==> src/rtl/load_unit.sv <==
// load_unit: data cache load path with req/ack, timeout and sub-word extraction.
// Optional MISALIGN_TRAP_EN: trap misaligned LH/LHU/LW on accept.
module load_unit #(
  parameter int WIDTH   = 32,
  parameter int TIMEOUT = 64
) (
  input  logic             clk,
  input  logic             rst_n,
  input  logic             ld_valid,
  input  logic [WIDTH-1:0] ld_addr,
  input  logic [2:0]       funct3,
  output logic             ld_ready,
  output logic             mem_req,
  output logic [WIDTH-1:0] mem_addr,
  input  logic             mem_ack,
  input  logic [WIDTH-1:0] mem_rdata,
  output logic [WIDTH-1:0] read_data,
  output logic             data_valid,
  output logic             stall,
  output logic             err
);

  typedef enum logic [1:0] {
    IDLE = 2'd0,
    WAIT = 2'd1,
    DONE = 2'd2
  } state_t;

  localparam int CW = $clog2(TIMEOUT) + 1;

  state_t        state;
  logic [CW-1:0] cnt;
  logic [1:0]    off;
  logic [2:0]    f3;
  logic          accept;
  logic          illegal;
  logic          bad;
  logic [WIDTH-1:0] ext;

  assign ld_ready = (state == IDLE) || (state == DONE);
  assign accept   = ld_valid && ld_ready;

  // funct3 encodings with no load behind them
  always_comb begin
    illegal = 1'b0;
    unique case (1'b1)
      (funct3 == 3'b011): illegal = 1'b1;
      (funct3 == 3'b110): illegal = 1'b1;
      (funct3 == 3'b111): illegal = 1'b1;
      default:            illegal = 1'b0;
    endcase
  end

`ifdef MISALIGN_TRAP_EN
  logic misalign;
  // halfwords need even offsets, words need offset zero
  always_comb begin
    misalign = 1'b0;
    if (funct3[1:0] == 2'b01)
      misalign = ld_addr[0];
    else if (funct3[1:0] == 2'b10)
      misalign = (ld_addr[1:0] != 2'b00);
  end
  assign bad = illegal || misalign;
`else
  assign bad = illegal;
`endif

  // pick byte/half by the latched offset and extend per the latched funct3
  always_comb begin
    logic [7:0]  b;
    logic [15:0] h;
    b   = mem_rdata[8*off +: 8];
    h   = mem_rdata[16*off[1] +: 16];
    ext = '0;
    case (f3)
      3'b000:  ext = {{(WIDTH-8){b[7]}}, b};
      3'b001:  ext = {{(WIDTH-16){h[15]}}, h};
      3'b010:  ext = mem_rdata;
      3'b100:  ext = {{(WIDTH-8){1'b0}}, b};
      3'b101:  ext = {{(WIDTH-16){1'b0}}, h};
      default: ext = '0;
    endcase
  end

  // control FSM with registered handshake and result outputs
  always_ff @(posedge clk or negedge rst_n) begin
    if (!rst_n) begin
      state      <= IDLE;
      cnt        <= '0;
      off        <= '0;
      f3         <= '0;
      mem_req    <= 1'b0;
      mem_addr   <= '0;
      read_data  <= '0;
      data_valid <= 1'b0;
      err        <= 1'b0;
      stall      <= 1'b0;
    end else begin
      data_valid <= 1'b0;
      err        <= 1'b0;
      case (state)
        IDLE, DONE: begin
          if (accept) begin
            off      <= ld_addr[1:0];
            f3       <= funct3;
            mem_addr <= {ld_addr[WIDTH-1:2], 2'b00};
            cnt      <= '0;
            if (bad) begin
              state      <= DONE;
              read_data  <= '0;
              data_valid <= 1'b1;
              err        <= 1'b1;
            end else begin
              state   <= WAIT;
              mem_req <= 1'b1;
              stall   <= 1'b1;
            end
          end else begin
            state <= IDLE;
          end
        end
        WAIT: begin
          cnt <= cnt + 1'b1;
          if (mem_ack) begin
            state      <= DONE;
            read_data  <= ext;
            data_valid <= 1'b1;
            mem_req    <= 1'b0;
            stall      <= 1'b0;
          end else if (cnt == CW'(TIMEOUT - 1)) begin
            state      <= DONE;
            read_data  <= '0;
            data_valid <= 1'b1;
            err        <= 1'b1;
            mem_req    <= 1'b0;
            stall      <= 1'b0;
          end
        end
        default: begin
          state   <= IDLE;
          mem_req <= 1'b0;
          stall   <= 1'b0;
        end
      endcase
    end
  end

endmodule

==> config.mk <==
export PLATFORM = sky130hd
export DESIGN_NAME = load_unit
export DESIGN_NICKNAME = d
export VERILOG_FILES = /design/src/rtl/load_unit.sv
export SDC_FILE = /design/constraint.sdc
export NUM_CORES = 1
export LEC_CHECK = 0
export ABC_AREA = 1
export CORE_UTILIZATION = 49
export CTS_CLUSTER_DIAMETER = 80
export DETAILED_ROUTE_END_ITERATION = 8
export PLACE_DENSITY = 0.87
export SETUP_SLACK_MARGIN = 0.5
export SLEW_MARGIN = 20
export SYNTH_ARGS = -nofsm -noshare
export SYNTH_HDL_FRONTEND = slang
export SYNTH_SLANG_ARGS = --single-unit
export TNS_END_PERCENT = 20
==> constraint.sdc <==
create_clock -name clk -period 4.2 [get_ports clk]
set_clock_uncertainty 0.1 [all_clocks]
set_input_delay 1.26 -clock clk [delete_from_list [all_inputs] [get_ports clk]]
set_output_delay 1.26 -clock clk [all_outputs]
set_load 0.005 [all_outputs]
Word level (Yosys, flattened, before mapping)

Cells that the tools add are included.

Flip-flop bits (word level): 79

Add/subtract/negate cells: 1
Eq/ne operators: 14
Shifts and indexed selects: 2
Multiplexer cells: 26
Reduce and logical (&&, ||, !) cells: 11

Operators by type and width:

| operator                                                               | number |
|---|---|
| 32-bit one-hot mux with 5 select lines                                 | 1 |
| 32-bit 2-to-1 mux                                                      | 4 |
| 32-bit one-hot mux with 2 select lines                                 | 1 |
| 32-bit by 6-bit variable part select with 16-bit output                | 1 |
| 32-bit by 6-bit variable part select with 8-bit output                 | 1 |
| 7-bit one-hot mux with 2 select lines                                  | 1 |
| 3-bit equality test (second input constant)                            | 4 |
| 1-bit 2-to-1 mux                                                       | 10 |
| 2-bit 2-to-1 mux                                                       | 4 |
| 7-bit by 1-bit adder with 7-bit output (second input constant)         | 1 |
| 7-bit by 6-bit equality test with 1-bit output (second input constant) | 1 |
| 7-bit 2-to-1 mux                                                       | 1 |
| 3-bit by 2-bit equality test with 1-bit output (second input constant) | 2 |
| 2-bit != test (second input constant)                                  | 3 |
| 1-bit one-hot mux with 2 select lines                                  | 3 |
| 2-bit one-hot mux with 2 select lines                                  | 1 |
| 2-bit AND reduction                                                    | 2 |
| 4-bit AND reduction                                                    | 1 |
| 3-bit by 1-bit equality test with 1-bit output (second input constant) | 1 |
| 3-bit zero test                                                        | 1 |
| 3-bit != test (second input constant)                                  | 1 |
| 3-bit AND reduction                                                    | 1 |
| 3-bit OR reduction                                                     | 1 |
| 2-bit by 1-bit equality test with 1-bit output (second input constant) | 1 |
| 6 further kinds                                                        | 6 |

Longest topological paths before layout

Depth after elaboration: 6
Mapped depth: 11
Gate-level depth less buffers: 9

Worst setup path after synthesis

No wires, ideal clock.

Path kind: input port to flip-flop
Start: in funct3[0]
End: reg read_data[22]
Data arrival time: 1.989 ns
Setup slack: 1.995 ns
Stages: 7
Path through: o21ai_0 or2_1 nand2_1 nand2_4 buf_6 nand2_1 nand2_1

Cells in the longest elaborated chain, start to end: 5

Ends and longest elaborated chain:

| what                                                                   | RTL line | source |
|---|---|---|
| start, declared                                                        | 11       | `input logic [2:0] funct3,` |
| 3-bit by 2-bit equality test with 1-bit output (tied with other cells) | 47       | `(funct3 == 3'b011): illegal = 1'b1;` |
| 3-bit OR reduction (no source line) *                                  | -        |  |
| 1-bit 2-to-1 mux *                                                     | 46       | `unique case (1'b1)` |
| 2-bit != test (no source line) *                                       | -        |  |
| 4-bit AND reduction (no source line) *                                 | -        |  |
| end signal, assigned                                                   | 127      | `read_data <= ext;` |
| end, declared                                                          | 17       | `output logic [WIDTH-1:0] read_data,` |

Mark *: on every way between the ends. The rest lies on a longest branch, timed or not.
A chain may end at the register's enable or synchronous reset.

Worst setup path after layout

Start: reg state[0]
End: out ld_ready

Cells in the longest elaborated chain, start to end: 2

Ends and longest elaborated chain:

| what                                                          | RTL line | source |
|---|---|---|
| start, declared                                               | 31       | `state_t state;` |
| start signal, assigned                                        | 89       | `state <= IDLE;` |
| start signal, assigned                                        | 110      | `state <= DONE;` |
| start signal, assigned                                        | 115      | `state <= WAIT;` |
| 2-bit equality test / 2-bit zero test (equally long branches) | 40       | `assign ld_ready = (state == IDLE) \|\| (state == DONE);` |
| 1-bit logical OR *                                            | 40       |  |
| end, declared                                                 | 12       | `output logic ld_ready,` |

Marks and branches as above.

==> metrics <==
largest net degree at the start of global routing=80; most frequent cell after synthesis=nand2_1; run status=complete, no violations; distinct cell type count after synthesis=36; Slew Limit Fails=0; Worst R2R Start=off[1]; IO Port Bufs=137; Seq cells post-synth=79; reg-to-reg endpoint=read_data[14]; Least-Margin Pin Slew=0.973 ns; Synth top cells by count=nand2_1 (275), dfrtp_1 (79), nand3_1 (43); crit end category=output pin; drt pass-1 iters=5; first-pass GRT wire length=16.9 mm; crit path kind=reg -> out; cell area after synthesis=0.00390 mm²; Sink Count=79; leading post-synthesis cells by cell area=dfrtp_1 (51%), nand2_1 (26%), nand3_1 (5.5%), buf_6 (1.7%), inv_1 (1.6%); Num CTS Buffers=9; Syn Area/Cell=7.76 µm²; ys async rst share=100%; gpl congestion=0.874; Die Ht=91.2 µm; setup slack, reg-to-reg=2.27 ns; Crit Path Max Fanout=3; relative max-transition margin=35.1%; drc violations=0; Setup-failing EPs final=0; fin nets=699; postcts setup bufs=0; Clk Latency, worst-skew pair=0.34 ns; layout cells sized above 1=7.30%; grt total ovfl=0; area grow syn2layout=38.7%; Post-synth EDFFs=0; deepest clock path buffer count=2; # IOs=140; RSZ-0062 raised after global routing=false; CTS tree=done; Reg clk slew, reported paths=0.08 ns; worst reg-to-reg path cell count=9; crit path time final=2.69 ns; Inserted Diodes=0; number of global-route vias before repair=3,573; Power Dens Cells=442 mW/mm²; post-synth top area cell=dfrtp_1; GR Util met2=42.9%; peak supply drop=0.000224 V; leakage power=0.00276 µW; area fraction of the dominant cell type after synthesis=50.7%; MaxCap Viol Count=0; initial antenna violation count=0; FMAX=372 MHz; Avg WL per Cell=14.2 µm; CTS H-tree depth=3; final worst slack=1.51 ns; DIE WIDTH=91.2 µm; first-iteration detailed-routing DRC count=162; register area share after synthesis=50.7%; Crit. Startpoint=state[0]; num rows=32; crit path DAT=1.33 ns; post-CTS sizing=0; CP endpoint=ld_ready; met1 usage=33.5%; Post-CTS Hold Buffers=0; final wirelength=10.4 mm; Startpoint Class=flop; Synth Flop Type=dfrtp_1; remaining antenna violation count=0; Final period util=64.0%; DP Wirelength=7.29 mm; critical path data required time=2.84 ns; pre-CTS setup slack=0.967 ns; routing usage on met3=6.37%; Vias/cell=5.15; Fill cells=578; Hold Violations, Final=0; Vias=3,767; GRT Util Overall=26.0%; Hold Crit Class=reg -> reg; GRT busiest layer=met2; CTS root buffer=clkbuf_8; TNS Setup=0 ns; initial core utilization=50.5%; Ys Warns=0; die area=0.00832 mm²; post-synthesis cell count=503; Core Region=0.00773 mm²
worst max-delay path, cell delays in order, from the launching register on:
cell,delay (ns)
dfrtp_1,0.43
inv_2,0.07
clkdlybuf4s50_1,0.49
worst min path at each step:
stage / from / cells after the start / to / slack (ns)
after CTS: read_data[15] / 2 / read_data[15] / 0.38
after global placement: read_data[17] / 2 / read_data[17] / 0.36
final: read_data[17] / 2 / read_data[17] / 0.38
after detailed placement: read_data[11] / 2 / read_data[11] / 0.36
after global routing: mem_addr[17] / 2 / mem_addr[17] / 0.40
after floorplan: read_data[0] / 2 / read_data[0] / 0.36
report_power, final:
group | internal (µW) | total (µW) | switching, µW
registers | 914 | 1030 | 118
clock network | 268 | 525 | 258
logic | 430 | 834 | 405
total | 1610 | 2390 | 781
cells in the final DEF (no fill, tap or decap), drive strengths merged, types with 2 or more instances in the layout:
cell type / n
clkbuf: 10
inv: 22
o211ai: 7
or2: 8
nor2: 7
and2: 2
buf: 3
o21ai: 11
conb: 2
dfrtp: 79
a21oi: 2
clkdlybuf4s50: 136
nor3: 3
nand2: 284
clkinv: 3
nand3: 45
state kept, by name (all words and copies together), names as in the netlist, 2 cells and up:
register   cells
f3             3
state          2
mem_addr      30
read_data     32
cnt            7
off            2
cell families after synthesis:
logic type               synth area share, %
AO/OA/AOI/OAI                           3.66
adder cells (fa/ha/maj)                0.321
buffers and inverters                   6.99
flip-flops                              50.7
other                                 0.0961
AND/OR/NAND/NOR                         38.3
cell type report:
class | instances | area (µm²) | area share [%]
flip-flops and latches | 79 | 1980 | 36.5
multi-input cells | 376 | 1660 | 30.7
repair buffers | 139 | 1380 | 25.6
clock buffers | 10 | 128 | 2.36
well taps | 102 | 128 | 2.36
inverters | 22 | 85.1 | 1.57
clock inverters | 4 | 48.8 | 0.902
metal layers:
layer / wire length (µm) / vias up / share of wire, %
li1: - / 1804 / -
met1: 4400 / 1758 / 42
met2: 4890 / 183 / 47
met3: 907 / 22 / 8.7
met4: 204 / 0 / 2.0
met5: 0 / - / 0
per-stage QoR:
step | hold WS [ns] | total power, µW | util (%) | cell area, µm² | std cells
after floorplan | 0.365 | 1450 | - | 3910 | 504
after global placement | 0.356 | 1840 | 67.7 | 5230 | 718
after detailed placement | 0.364 | 1870 | 67.7 | 5230 | 718
after CTS | 0.381 | 2410 | 70.0 | 5410 | 732
after global routing | 0.401 | 2540 | 70.0 | 5410 | 732
final | 0.376 | 2390 | 70.0 | 5410 | 732
No activity file was read; power rests on OpenSTA's default activity.
